<file path="config.mk">
export PLATFORM = sky130hd
export DESIGN_NAME = dpram_port_arbiter
export DESIGN_NICKNAME = d
export VERILOG_FILES = /design/src/rtl/dpram_port_arbiter.sv
export SDC_FILE = /design/constraint.sdc
export NUM_CORES = 1
export LEC_CHECK = 0
export ABC_AREA = 0
export CAP_MARGIN = 5
export CORE_MARGIN = 2
export CORE_UTILIZATION = 30
export CTS_CLUSTER_DIAMETER = 150
export DETAILED_ROUTE_END_ITERATION = 8
export PLACE_DENSITY = 0.85
export SLEW_MARGIN = 20
export SYNTH_ARGS = -nofsm -noshare
export SYNTH_HDL_FRONTEND = slang
export SYNTH_SLANG_ARGS = --single-unit
</file>
<file path="constraint.sdc">
create_clock -name clk -period 1.7 [get_ports clk]
set_input_delay 0.255 -clock clk [delete_from_list [all_inputs] [get_ports clk]]
set_output_delay 0.255 -clock clk [all_outputs]
set_load 0.03 [all_outputs]
</file>
<file path="src/rtl/dpram_port_arbiter.sv">
// ---------------------------------------------------------------------------------------------
// dpram_port_arbiter
//
// Shares port 1 of a dual-port synchronous RAM between NUM_REQ fabric-side requesters.
// One access is granted per cycle (combinational one-hot gnt) and issued to the RAM one
// cycle later through registered strobes. Reads are tracked in a tag pipeline so the RAM
// read data is steered back to the requester that issued it, RAM_LATENCY+1 cycles after
// the grant.
//
// Optional feature (macro ARB_FIXED_PRIO0_EN):
//   defined   - requester 0 always wins when it requests; requesters 1..NUM_REQ-1
//               round-robin among themselves.
//   undefined - pure round-robin over all requesters.
//
// Ports:
//   clk, rst               clock, asynchronous active-low reset
//   arb_en                 1 allows new grants; in-flight reads always complete
//   req / req_we           per-requester request and write(1)/read(0) select
//   req_addr / req_wdata   flattened per-requester address and write data
//   gnt                    one-hot grant, combinational
//   rd_valid / rd_data     one-hot read-return strobe and the returned word
//   ram_cs/we/oe           registered RAM strobes
//   ram_addr / ram_wdata   registered RAM address and write data
//   ram_rdata              RAM read data
// ---------------------------------------------------------------------------------------------
module dpram_port_arbiter #(
    parameter int unsigned NUM_REQ     = 4,
    parameter int unsigned ADDR_WIDTH  = 4,
    parameter int unsigned DATA_WIDTH  = 16,
    parameter int unsigned RAM_LATENCY = 1
) (
    input  logic                          clk,
    input  logic                          rst,
    input  logic                          arb_en,
    input  logic [NUM_REQ-1:0]            req,
    input  logic [NUM_REQ-1:0]            req_we,
    input  logic [NUM_REQ*ADDR_WIDTH-1:0] req_addr,
    input  logic [NUM_REQ*DATA_WIDTH-1:0] req_wdata,
    output logic [NUM_REQ-1:0]            gnt,
    output logic [NUM_REQ-1:0]            rd_valid,
    output logic [DATA_WIDTH-1:0]         rd_data,
    output logic                          ram_cs,
    output logic                          ram_we,
    output logic                          ram_oe,
    output logic [ADDR_WIDTH-1:0]         ram_addr,
    output logic [DATA_WIDTH-1:0]         ram_wdata,
    input  logic [DATA_WIDTH-1:0]         ram_rdata
);

    localparam int unsigned IdxW = (NUM_REQ > 1) ? $clog2(NUM_REQ) : 1;

    logic [IdxW-1:0]       ptr_q, ptr_d;
    logic                  win_valid;
    logic [IdxW-1:0]       win_idx;
    logic                  win_we;
    logic [ADDR_WIDTH-1:0] win_addr;
    logic [DATA_WIDTH-1:0] win_wdata;

    logic                  ram_cs_q, ram_cs_d;
    logic                  ram_we_q, ram_we_d;
    logic                  ram_oe_q, ram_oe_d;
    logic [ADDR_WIDTH-1:0] ram_addr_q, ram_addr_d;
    logic [DATA_WIDTH-1:0] ram_wdata_q, ram_wdata_d;

    // Stage k holds a read granted k+1 cycles ago; the last stage lines up with ram_rdata.
    logic [RAM_LATENCY:0] tag_v_q, tag_v_d;
    logic [IdxW-1:0]      tag_idx_q [RAM_LATENCY+1];
    logic [IdxW-1:0]      tag_idx_d [RAM_LATENCY+1];

    // Winner search: first pass covers indices above the pointer, second pass wraps around
    // to indices at or below it. Grants are suppressed while reset is asserted.
    always_comb begin
        win_valid = 1'b0;
        win_idx   = '0;
        if (arb_en && rst) begin
`ifdef ARB_FIXED_PRIO0_EN
            if (req[0]) begin
                win_valid = 1'b1;
            end
            for (int unsigned i = 1; i < NUM_REQ; i++) begin
                if (!win_valid && req[i] && (IdxW'(i) > ptr_q)) begin
                    win_valid = 1'b1;
                    win_idx   = IdxW'(i);
                end
            end
            for (int unsigned i = 1; i < NUM_REQ; i++) begin
                if (!win_valid && req[i] && (IdxW'(i) <= ptr_q)) begin
                    win_valid = 1'b1;
                    win_idx   = IdxW'(i);
                end
            end
`else
            for (int unsigned i = 0; i < NUM_REQ; i++) begin
                if (!win_valid && req[i] && (IdxW'(i) > ptr_q)) begin
                    win_valid = 1'b1;
                    win_idx   = IdxW'(i);
                end
            end
            for (int unsigned i = 0; i < NUM_REQ; i++) begin
                if (!win_valid && req[i] && (IdxW'(i) <= ptr_q)) begin
                    win_valid = 1'b1;
                    win_idx   = IdxW'(i);
                end
            end
`endif
        end
    end

    // Winner's access fields.
    always_comb begin
        win_we    = 1'b0;
        win_addr  = '0;
        win_wdata = '0;
        for (int unsigned i = 0; i < NUM_REQ; i++) begin
            if (win_idx == IdxW'(i)) begin
                win_we    = req_we[i];
                win_addr  = req_addr[i*ADDR_WIDTH +: ADDR_WIDTH];
                win_wdata = req_wdata[i*DATA_WIDTH +: DATA_WIDTH];
            end
        end
    end

    always_comb begin
        gnt = '0;
        for (int unsigned i = 0; i < NUM_REQ; i++) begin
            if (win_valid && (win_idx == IdxW'(i))) begin
                gnt[i] = 1'b1;
            end
        end
    end

    always_comb begin
        ptr_d = ptr_q;
`ifdef ARB_FIXED_PRIO0_EN
        // Requester 0 sits outside the rotation.
        if (win_valid && (win_idx != '0)) begin
            ptr_d = win_idx;
        end
`else
        if (win_valid) begin
            ptr_d = win_idx;
        end
`endif
    end

    always_comb begin
        ram_cs_d    = win_valid;
        ram_we_d    = win_valid & win_we;
        ram_oe_d    = win_valid & ~win_we;
        ram_addr_d  = win_valid ? win_addr : ram_addr_q;
        ram_wdata_d = win_valid ? win_wdata : ram_wdata_q;
    end

    always_comb begin
        tag_v_d      = '0;
        tag_v_d[0]   = win_valid & ~win_we;
        tag_idx_d[0] = win_idx;
        for (int unsigned i = 1; i <= RAM_LATENCY; i++) begin
            tag_v_d[i]   = tag_v_q[i-1];
            tag_idx_d[i] = tag_idx_q[i-1];
        end
    end

    always_ff @(posedge clk or negedge rst) begin
        if (!rst) begin
            ptr_q       <= IdxW'(NUM_REQ - 1);
            ram_cs_q    <= 1'b0;
            ram_we_q    <= 1'b0;
            ram_oe_q    <= 1'b0;
            ram_addr_q  <= '0;
            ram_wdata_q <= '0;
            tag_v_q     <= '0;
            for (int unsigned i = 0; i <= RAM_LATENCY; i++) begin
                tag_idx_q[i] <= '0;
            end
        end else begin
            ptr_q       <= ptr_d;
            ram_cs_q    <= ram_cs_d;
            ram_we_q    <= ram_we_d;
            ram_oe_q    <= ram_oe_d;
            ram_addr_q  <= ram_addr_d;
            ram_wdata_q <= ram_wdata_d;
            tag_v_q     <= tag_v_d;
            for (int unsigned i = 0; i <= RAM_LATENCY; i++) begin
                tag_idx_q[i] <= tag_idx_d[i];
            end
        end
    end

    always_comb begin
        rd_valid = '0;
        for (int unsigned i = 0; i < NUM_REQ; i++) begin
            if (tag_v_q[RAM_LATENCY] && (tag_idx_q[RAM_LATENCY] == IdxW'(i))) begin
                rd_valid[i] = 1'b1;
            end
        end
        rd_data = tag_v_q[RAM_LATENCY] ? ram_rdata : '0;
    end

    assign ram_cs    = ram_cs_q;
    assign ram_we    = ram_we_q;
    assign ram_oe    = ram_oe_q;
    assign ram_addr  = ram_addr_q;
    assign ram_wdata = ram_wdata_q;

endmodule

</file>
Word level (Yosys, flattened, before mapping)
Cells that the tools add are included.

cells by class
  bitwise logic cells = 3
  mux-type cells = 45
  reduce and logical (&&, ||, !) cells = 33
  $lt $le $gt $ge = 8
  equality and inequality tests = 6

operators with widths
  operator                                                               count
  16-bit two-way mux                                                     5
  1-bit two-way mux                                                      29
  1-bit logical AND                                                      24
  4-bit two-way mux                                                      4
  2-bit two-way mux                                                      7
  2-bit equality test, second input constant                             4
  1-bit zero test                                                        7
  2-bit by 1-bit equality test with 1-bit output, second input constant  2
  1-bit by 2-bit > comparator with 1-bit output, first input constant    2
  2-bit > comparator, first input constant                               2
  1-bit by 2-bit <= comparator with 1-bit output, first input constant   2
  2-bit <= comparator, first input constant                              2
  2-bit zero test                                                        2
  1-bit bitwise AND                                                      2
  1-bit inverter                                                         1

word-level totals
  output and inout port bits = 47
  register bits = 31
  input bits = 107

Longest topological paths before layout
Gate-level depths: netlist of run 1.

  depth in word-level cells = 46
  gate-level depth with buffers = 7

Worst setup path after synthesis of run 1
OpenSTA, ideal clock, no wires.

  path kind = flip-flop to output port
  start point = register ptr_q[0]
  end point = output gnt[0]
  data arrival time = 2.155 ns
  buffers on the path = 1
  slack = -0.710 ns
  stages on the path, launching flop included = 7
  data required time = 1.445 ns
  cells stage by stage = dfstp_2 -> nand2b_1 -> a21boi_1 -> o31ai_4 -> buf_4 -> inv_1 -> nor3_1

RTL lines
  element                 RTL line  source
  from (decl)             52        logic [IdxW-1:0] ptr_q, ptr_d;
  from (signal assigned)  166       ptr_q <= IdxW'(NUM_REQ - 1);
  from (signal assigned)  177       ptr_q <= ptr_d;
  to (decl)               39        output logic [NUM_REQ-1:0] gnt,

==> impl_results.md, run 1 <==
- Synth unique cells: 35
- Die Ht: 84.6 um
- Layout cells sized above 1: 37.8%
- Largest net degree at the start of global routing: 31
- Mapped Nets: 292
- Required time worst endpoint: 1.44 ns
- Die area: 7160 um^2
- Finished Layout Cells: 461
- Synth Cell Area: 1950 um^2
- Clk Latency, worst-skew pair: 0.28 ns
- Avg Cell Area, Syn: 10.5 um^2
- Total track usage: about 20%
- Hold Path Origin: tag_idx_d[0]
- Worst rel slew slack: about three quarters
- Number of flops mapped to enable cells by yosys: 0
- RSZ-0062 raised after global routing: yes
- Clock-pin slew on the worst setup and hold paths: 0.07 ns
- Critical path class: flip-flop to output port
- GR Overflow Total: 0
- Die width: ~85 um
- IO Count: 154
- CTS HTree Levels: 2
- Via density: 5.10
- DP Worst Slack: -0.540 ns
- DR WL/cell: 17.3 um
- Detailed Routing Iterations Pass 1: 4
- CTS max path bufs: 2
- Critical Path Fanout Max: 4
- Antenna diodes: 0
- Minimum clock period: 2.09 ns
- Worst IR Drop VDD: 648 uV
- R2R Path End: ram_wdata[9]
- CTS tree: built
- Crit path arrival time: about 1.8 ns
- Post-route ant nets: 0
- Fin. max-slew vios: 0
- Hold depth: 0
- Tcrit/Tclk final: 123%
- Synth area leaders: dfrtp_1 (36%), mux2i_1 (16%), o221ai_2 (7.7%)
- Worst reg2reg path startpoint: ptr_q[0]
- Sequential cell area fraction in the yosys report: 38.6%
- Worst hold path class: flip-flop to flip-flop
- Final Hold Slack: 0.354 ns
- DRC Markers: 0
- 1st-iter DRT viols: 41
- PD cells: 939 nW/um^2
- First-pass GRT wire length: ~11 mm
- Failing checks: setup timing
- Nets: 490
- R2R cell count: 9
- Worst setup SP type: flip-flop
- Area Growth Syn to Fin: 128%
- Vias: 2351
- # rows: 29
- CP Capture Type: output port
- Leading area contributor after synthesis: dfrtp_1
- Fmax: 0.477 GHz
- WHS Endpoint: tag_idx_q[0]
- Seq cells post-synth: 30
- Setup violators final: 27
- Root Buffer: clkbuf_8
- Initial Util: 30.9%
- Clock sink count: 30
- Fin util: 70.4%
- Post-Synthesis Cells: between 150 and 200
- Synth cell count leaders: mux2i_1 (31), dfrtp_1 (28), nand2_1 (25)
- Post-synth top flop: dfrtp_1
- Ys async rst share: 100%
- Worst Tran Pin Value: 0.386 ns
- Cell area after layout: 4440 um^2
- Top cell type's share of synthesized area: 35.9%
- Max Clock Skew: 0.00668 ns
- Worst Slack Setup Final: -0.394 ns
- Outcome: finished with violations
- Post-DP HPWL: approximately 5.4 mm
- Max_cap viols: 0
- Placed inst area: 3740 um^2
- GPL Wtd Cong: 0.818
- Routed wire length: 7.97 mm
- Placed cells: 432
- CTS Buf Count: 5
- Static leakage power: approximately 1.9 nW
- Hold-fix buffers, CTS: 0
- FF-to-FF setup slack: -0.31 ns
- Synth warn: 0
- Most frequent cell after synthesis: mux2i_1
- Initial antenna violation count: 0
- Hold Violations, Final: 0
- Port Buffers: 153
- Placeable Area: 6310 um^2
- Vias in the first global route: 2321
-- layout make-up --
cell class                 count  area (um^2)
sequential                    30          753
timing repair buffer         203         2030
multi-input combinational    140         1460
tap                           77         96.3
inverter                       3         13.8
clock buffer                   7         86.3
clock inverter                 1         5.00
fill                         444         1870
-- what timing repair did --
action                     in CTS  in global routing
setup endpoints to repair      30                 27
resized for setup              46                 48
cloned                          2                  1
pin swaps                      21                 21
buffers inserted               10                 12
-- kinds of logic (layout without fill, tap and decap cells) --
logic type | Yosys count | after routing | synth area share, %
and+or+nand+nor | 66 | 66 | 17.5
buffers and inverters | 15 | 214 | 5.52
AOI/OAI and AO/OA | 38 | 38 | 19.5
muxes | 36 | 36 | 18.8
DFF | 30 | 30 | 38.6
-- flip-flops by register name, indices dropped and copies added (netlist names) --
name,count
tag_idx_d,2
ram_we,1
ptr_q,2
ram_addr,4
tag_idx_q,2
ram_cs,1
ram_wdata,16
tag_v_q,2
-- metal layers --
metal | track usage (%) | vias to the layer above | part of all wire [%] | wire length (um)
li1 | - | 1079 | - | -
met1 | 23.7 | 1103 | 37 | 2920
met2 | 34.9 | 144 | 52 | 4130
met3 | 5.21 | 25 | 8.2 | 657
met4 | 7.50 | 0 | 3.4 | 269
met5 | 0 | - | 0 | 0
-- worst max-delay path by stage --
stage	depth (start not counted)	slack, ns	end	start
floorplan	6	-0.14	gnt[0]	ptr_q[0]
global placement	7	-0.50	ram_wdata[5]	req[1]
detailed placement	7	-0.54	ram_wdata[2]	req[1]
CTS	6	-0.44	gnt[0]	ptr_q[0]
global route	6	-0.46	gnt[0]	ptr_q[0]
finish	6	-0.39	gnt[0]	ptr_q[0]
-- through the flow --
step	TNS, ns	total power, mW
floorplan	-2.63	2.10
global placement	-12.04	2.92
detailed placement	-13.03	2.95
CTS	-5.40	3.84
global route	-8.55	4.37
finish	-6.66	4.17
-- layout by cell type (no fill, tap or decap), types with 5 or more instances in the layout --
cell | synthesis | routed
and2_1 | 17 | 17
buf_4 | 1 | 46
buf_6 | 0 | 13
buf_8 | 1 | 5
clkbuf_8 | 0 | 6
clkdlybuf4s50_1 | 0 | 125
dfrtp_1 | 28 | 28
dlygate4sd2_1 | 0 | 6
mux2_4 | 0 | 5
mux2i_1 | 31 | 15
mux2i_2 | 0 | 10
mux2i_4 | 0 | 6
nand2_1 | 25 | 24
o221ai_2 | 10 | 11
o22ai_2 | 0 | 5
-- power breakdown --
group | total, mW | leakage, nW | switching, mW | internal, mW
registers | 1.05 | 0.368 | 0.144 | 0.901
clock network | 0.594 | 0.0482 | 0.268 | 0.326
logic | 2.53 | 1.49 | 1.17 | 1.36
-- critical path, cell delays in order (launching register included) --
cell	delay (ns)
dfstp_2	0.59
nand2b_4	0.16
a21oi_4	0.07
o31ai_4	0.30
inv_4	0.07
nor3_4	0.23
buf_12	0.15
Power figures use the tool's default switching activity.
==> run 2: changes to the inputs <==
--- a/config.mk
+++ b/config.mk
@@ -12,7 +12,7 @@
 export CTS_CLUSTER_DIAMETER = 150
 export DETAILED_ROUTE_END_ITERATION = 8
 export PLACE_DENSITY = 0.85
-export SLEW_MARGIN = 20
+export SLEW_MARGIN = 10
 export SYNTH_ARGS = -nofsm -noshare
 export SYNTH_HDL_FRONTEND = slang
 export SYNTH_SLANG_ARGS = --single-unit
==> results of run 2 <==
The final DEF is identical to that of run 1; final timing and power are the same.
